## src/rtl/fx_chain_pipe.sv

```systemverilog
// Three-stage clip / volume / ramped-fader chain for NCH packed signed channels.
// Every stage advances on a one-cycle valid strobe; a single clock domain throughout.
module fx_chain_pipe #(
  parameter int DATA_W    = 16,
  parameter int NCH       = 2,
  parameter int GAIN_W    = 8,
  parameter int FADE_STEP = 1
) (
  input  logic                  clk,
  input  logic                  n_rst,
  input  logic                  in_valid,
  input  logic [NCH*DATA_W-1:0] in_data,
  input  logic                  clip_en,
  input  logic [3:0]            clip_lvl,
  input  logic [4:0]            vol,
  input  logic                  fade_en,
  output logic                  out_valid,
  output logic [NCH*DATA_W-1:0] out_data,
  output logic [NCH-1:0]        clip_flag,
  output logic [1:0]            fade_state,
  output logic                  fade_done
);

  localparam logic [GAIN_W:0] G_MAX = {1'b1, {GAIN_W{1'b0}}};
  localparam logic [GAIN_W:0] STEP  = (GAIN_W+1)'(FADE_STEP);

  typedef enum logic [1:0] {
    UNITY    = 2'b00,
    FADE_OUT = 2'b01,
    MUTED    = 2'b10,
    FADE_IN  = 2'b11
  } fade_t;

  // Returns {saturated, value}; the window is symmetric about -1/2 so the low limit is ~hi.
  function automatic logic [DATA_W:0] clip_sat(input logic signed [DATA_W-1:0] x,
                                               input logic [3:0] lvl, input logic en);
    logic [4:0]              m;
    logic signed [DATA_W:0]  hi, lo, xe;
    m  = 5'd16 - {1'b0, lvl};
    hi = $signed({1'b0, m, {(DATA_W-5){1'b0}}}) - $signed((DATA_W+1)'(1));
    lo = ~hi;
    xe = {x[DATA_W-1], x};
    clip_sat = {1'b0, x};
    if (en && lvl != 4'd0) begin
      if (xe > hi)      clip_sat = {1'b1, hi[DATA_W-1:0]};
      else if (xe < lo) clip_sat = {1'b1, lo[DATA_W-1:0]};
    end
  endfunction

  function automatic logic signed [DATA_W-1:0] vol_scale(input logic signed [DATA_W-1:0] x,
                                                        input logic [4:0] v);
    logic [4:0]               vc;
    logic signed [DATA_W+5:0] p;
    vc = (v > 5'd16) ? 5'd16 : v;
    p  = (DATA_W+6)'(x) * (DATA_W+6)'($signed({1'b0, vc}));
    vol_scale = DATA_W'(p >>> 4);
  endfunction

  function automatic logic signed [DATA_W-1:0] fade_scale(input logic signed [DATA_W-1:0] y,
                                                         input logic [GAIN_W:0] gain);
    logic signed [DATA_W+GAIN_W+1:0] p;
    p = (DATA_W+GAIN_W+2)'(y) * (DATA_W+GAIN_W+2)'($signed({1'b0, gain}));
    fade_scale = DATA_W'(p >>> GAIN_W);
  endfunction

  logic [NCH*DATA_W-1:0] clip_d, vol_d, fade_d;
  logic [NCH-1:0]        flag_d;
  logic [DATA_W:0]       sat;
  logic [NCH*DATA_W-1:0] x_p0, y_p1;
  logic [NCH-1:0]        flag_p0, flag_p1;
  logic                  vld_p0, vld_p1;
  fade_t                 state, state_d;
  logic [GAIN_W:0]       g, g_d, g_dn, g_up;
  logic                  done_d;

  always_comb begin
    clip_d = '0;
    flag_d = '0;
    vol_d  = '0;
    fade_d = '0;
    sat    = '0;
    for (int c = 0; c < NCH; c++) begin
      sat = clip_sat(in_data[c*DATA_W +: DATA_W], clip_lvl, clip_en);
      clip_d[c*DATA_W +: DATA_W] = sat[DATA_W-1:0];
      flag_d[c]                  = sat[DATA_W];
      vol_d[c*DATA_W +: DATA_W]  = vol_scale(x_p0[c*DATA_W +: DATA_W], vol);
      fade_d[c*DATA_W +: DATA_W] = fade_scale(y_p1[c*DATA_W +: DATA_W], g);
    end
  end

  // Fader: a reversal mid-ramp only flips direction; entering a ramp takes its first step.
  always_comb begin
    state_d = state;
    g_d     = g;
    done_d  = 1'b0;
    g_dn    = (g > STEP) ? g - STEP : '0;
    g_up    = (G_MAX - g > STEP) ? g + STEP : G_MAX;
    if (vld_p1) begin
      if (state == FADE_OUT && !fade_en) begin
        state_d = FADE_IN;
      end else if (state == FADE_IN && fade_en) begin
        state_d = FADE_OUT;
      end else if (fade_en && state != MUTED) begin
        g_d = g_dn;
        if (g_dn == '0) begin
          state_d = MUTED;
          done_d  = 1'b1;
        end else begin
          state_d = FADE_OUT;
        end
      end else if (!fade_en && state != UNITY) begin
        g_d = g_up;
        if (g_up == G_MAX) begin
          state_d = UNITY;
          done_d  = 1'b1;
        end else begin
          state_d = FADE_IN;
        end
      end
    end
  end

  // Stage p0 (clip) and p1 (volume) data: only the strobes need clearing.
  always_ff @(posedge clk) begin
    if (in_valid) begin
      x_p0    <= clip_d;
      flag_p0 <= flag_d;
    end
    if (vld_p0) begin
      y_p1    <= vol_d;
      flag_p1 <= flag_p0;
    end
  end

  always_ff @(posedge clk or negedge n_rst) begin
    if (!n_rst) begin
      vld_p0    <= 1'b0;
      vld_p1    <= 1'b0;
      out_valid <= 1'b0;
    end else begin
      vld_p0    <= in_valid;
      vld_p1    <= vld_p0;
      out_valid <= vld_p1;
    end
  end

  // Stage p2 (fader) outputs and gain state.
  always_ff @(posedge clk or negedge n_rst) begin
    if (!n_rst) begin
      out_data  <= '0;
      clip_flag <= '0;
      fade_done <= 1'b0;
      state     <= UNITY;
      g         <= G_MAX;
    end else begin
      fade_done <= done_d;
      state     <= state_d;
      g         <= g_d;
      if (vld_p1) begin
        out_data  <= fade_d;
        clip_flag <= flag_p1;
      end
    end
  end

  assign fade_state = state;

endmodule

```

## config.mk

```make
export PLATFORM = sky130hd
export DESIGN_NAME = fx_chain_pipe
export DESIGN_NICKNAME = d
export VERILOG_FILES = /design/src/rtl/fx_chain_pipe.sv
export SDC_FILE = /design/constraint.sdc
export NUM_CORES = 1
export LEC_CHECK = 0
export ABC_AREA = 1
export BUFFER_PORTS_ARGS = -buffer_cell sky130_fd_sc_hd__buf_2
export CORE_MARGIN = 2
export CORE_UTILIZATION = 67
export CTS_CLUSTER_DIAMETER = 60
export DETAILED_ROUTE_END_ITERATION = 10
export GPL_ROUTABILITY_DRIVEN = 1
export HOLD_SLACK_MARGIN = 0.15
export PLACE_DENSITY = 0.94
export SLEW_MARGIN = 40
export SYNTH_ARGS = -nofsm -noshare
export SYNTH_HDL_FRONTEND = slang
export SYNTH_SLANG_ARGS = --single-unit
```

## constraint.sdc

```tcl
create_clock -name clk -period 8.9 [get_ports clk]
set_clock_uncertainty 0.15 [all_clocks]
set_input_delay 1.78 -clock clk [delete_from_list [all_inputs] [get_ports clk]]
set_output_delay 1.78 -clock clk [all_outputs]
set_load 0.02 [all_outputs]
```

==> summary.md <==
| Metric | Value |
|---|---|
| Status | completed |
| Initial antenna violation count | 1 |
| Routed wire per std cell | 16.1 µm |
| Worst flop-to-flop path startpoint | g[2] |
| Area Growth Syn to Fin | 5.49% |
| Synth Warn # | 0 |
| Cell mode on critical path | fa_1 |
| Post-synth top cells | 695 x inv_1, 636 x nand2_1, 320 x fa_1, 196 x ha_1, 192 x nor2_1 |
| TritonCTS clock tree | yes |
| Worst Setup End Kind | flip-flop |
| Total grt overflow | 0 |
| Crit share post-route | 0.724 |
| Yosys top cell by area | fa_1 |
| Crit Path Class | primary input to flip-flop |
| RSZ-0062 raised after global routing | false |
| Clock sink count | 117 |
| Cells taking the most area after synthesis | fa_1 30%, inv_1 12%, ha_1 11%, nand2_1 11%, edfxtp_1 9.5% |
| Ratio of cells with drive above 1 in the final layout | 0.0656 |
| DR vias | 18182 |
| Mapped cell area | 21500 µm² |
| First-pass GRT wire length | 86.5 mm |
| Layout fillers | 2194 |
| Slowest cell on crit path | fa_1 |
| TritonCTS buffer count | 17 |
| Post-CTS sizing | 0 |
| Final setup viols | 0 |
| WP depth | 16 |
| CP top delay family | adder cells |
| Pre-Repair DR Iteration Count | 8 |
| Port buffer count | 83 |
| Least-Margin Pin Slew | 855 ps |
| DR vias/cell | 5.67 |
| Hold buffers post-CTS | 0 |
| Final core utilization | 0.718 |
| Vias in the first global route | 19068 |
| # IOs | 84 |
| Max Fanout on Critical Path | 33 |
| CP endpoint | y_p1[31] |
| Max Fclk | 0.155 GHz |
| Hold Path Class | flip-flop to flip-flop |
| Drt drc | 0 |
| Clk buf depth | 2 |
| Syn Nets | 3339 |
| Core area | 31600 µm² |
| Largest net degree at the start of global routing | 44 |
| Setup Buffers After CTS | 0 |
| DRT Wirelength | 51.5 mm |
| Critical Path Max Stage Delay | 570 ps |
| Final HPWL DP | 40.0 mm |
| Routed Antenna Nets | 0 |
| Setup crit start kind | primary input |
| Min Tclk post-route | 6440 ps |
| Final hold vios | 0 |
| GP Congestion | 0.943 |
| Die ar. | 33500 µm² |
| Crit path from | vol[4] |
| Worst-skew pair later-pin latency | 450 ps |
| Core Rows | 65 |
| Top-count cell post-synth | inv_1 |
| Crit path buffers/inverters | 4 |
| Synth cell types | 53 |
| Effective utilization at floorplan | 0.681 |
| H-tree Lvls | 4 |
| 1st-iter DRT viols | 1887 |
| Number of flops mapped to enable cells by yosys | 68 |
| CP required | 8930 ps |
| Max cap viols | 0 |
| Asr flop ratio synth | 0.419 |
| FF-to-FF path depth | 23 |
| Relative slew slack | 0.430 |
| Worst-path clk slew | 70 ps |
| Die height | 183 µm |
| Die width | 183 µm |
| Synth top area share | 0.298 |
| Seq cells post-synth | 117 |
| Post-synthesis sequential area ratio | 0.152 |
| Register-to-Register Setup Slack | 2780 ps |
| Crit path DAT | 6470 ps |
| Tot GR Track Use | 0.319 |
| Clk root buf | clkbuf_16 |
| Worst R2R End | out_data[31] |
| Fin Setup TNS | 0 ps |
| Synth Flop Type | edfxtp_1 |
| Avg Cell Area, Syn | 7.74 µm² |
| Synthesized instance count | 2777 |
| CP cell instances | buf_2 -> inv_2 -> nand2_2 -> nor2_1 -> fa_1 -> fa_1 -> inv_1 -> fa_1 -> inv_1 -> ha_1 -> a21o_1 -> nor2_1 -> o21ai_0 -> a21boi_0 -> o21ai_0 -> xor2_1 |
| Nets | 3354 |
| Final Max Tran Viols | 0 |
==> worst min path at each step <==
stage | cells after the start | startpoint | end
floorplan | 0 | vld_p1 | out_valid
global placement | 0 | flag_p0[0] | flag_p1[0]
detailed placement | 0 | flag_p0[1] | flag_p1[1]
CTS | 0 | flag_p0[0] | flag_p1[0]
global route | 0 | flag_p0[1] | flag_p1[1]
finish | 2 | clip_flag[1] | clip_flag[1]
==> stage by stage <==
stage                     cell area, µm²  hold slack (ps)  instances  setup WS, ps
after CTS                          22700              317       3206          2550
after global placement             22100              283       3175          2190
after floorplan                    21500              199       2777          3200
after global routing               22700              322       3206          2220
after detailed placement           22100              292       3175          2180
final                              22700              318       3207          2460
==> placed cells by master (no fill, tap or decap), types with 4 or more instances in the layout <==
cell,n
nand2_1,634
or2_2,7
edfxtp_1,68
a31oi_1,11
nor2_1,192
o21bai_1,5
xor2_1,46
buf_2,83
clkbuf_16,17
o21ai_2,4
nor3_1,13
dfrtp_1,47
a211oi_1,4
nor2_4,4
fa_1,320
nor2_2,7
a21oi_1,99
nand2_2,7
clkinv_1,4
inv_1,695
o31ai_1,9
inv_2,15
buf_4,10
nand3_1,83
o21ai_1,7
o211ai_1,6
xnor2_1,29
o21ai_0,89
nand4_1,26
nor4_1,6
a21o_1,12
ha_1,196
==> registers in the layout, indices dropped and copies added, names as in the netlist <==
register    cells
out_valid       1
vld_p1          1
fade_done       1
clip_flag       2
flag_p1         2
x_p0           32
flag_p0         2
fade_state      2
out_data       32
g               9
vld_p0          1
y_p1           32
==> cell families (layout without fill, tap and decap cells) <==
kind of cell    Yosys count  in the layout  share of synthesized area
compound gates          264            264                     0.0699
xor+xnor                 75             75                     0.0306
fa+ha+maj               516            516                      0.412
buf+inv                 811            838                      0.144
flops                   117            117                      0.152
other cells               0              1                          0
simple gates            994            994                      0.191
==> tightest hold or removal path, stage by stage (launching register included) <==
cell	delay [ps]
dfrtp_1	340
nand2_1	50
nand2_1	40
==> layout make-up <==
| class | count | area [µm²] | share of cell area |
|---|---|---|---|
| Sequential cell | 117 | 3270 | 0.144 |
| Antenna cell | 1 | 2.50 | 0.000110 |
| Inverter | 714 | 2680 | 0.118 |
| Multi-Input combinational cell | 1849 | 15100 | 0.668 |
| Timing Repair Buffer | 93 | 490 | 0.0216 |
| Clock buffer | 19 | 433 | 0.0191 |
| Tap cell | 402 | 503 | 0.0222 |
| Clock inverter | 12 | 154 | 0.00679 |
==> per-layer routing <==
layer,global-route usage,wire length [µm]
met1,0.378,19700
met2,0.568,25500
met3,0.0622,4510
met4,0.133,1770
met5,0,0
Power is left out: the tool's default activity adds up to more than one toggle a clock period on the data nets, which glitch-free logic cannot reach.
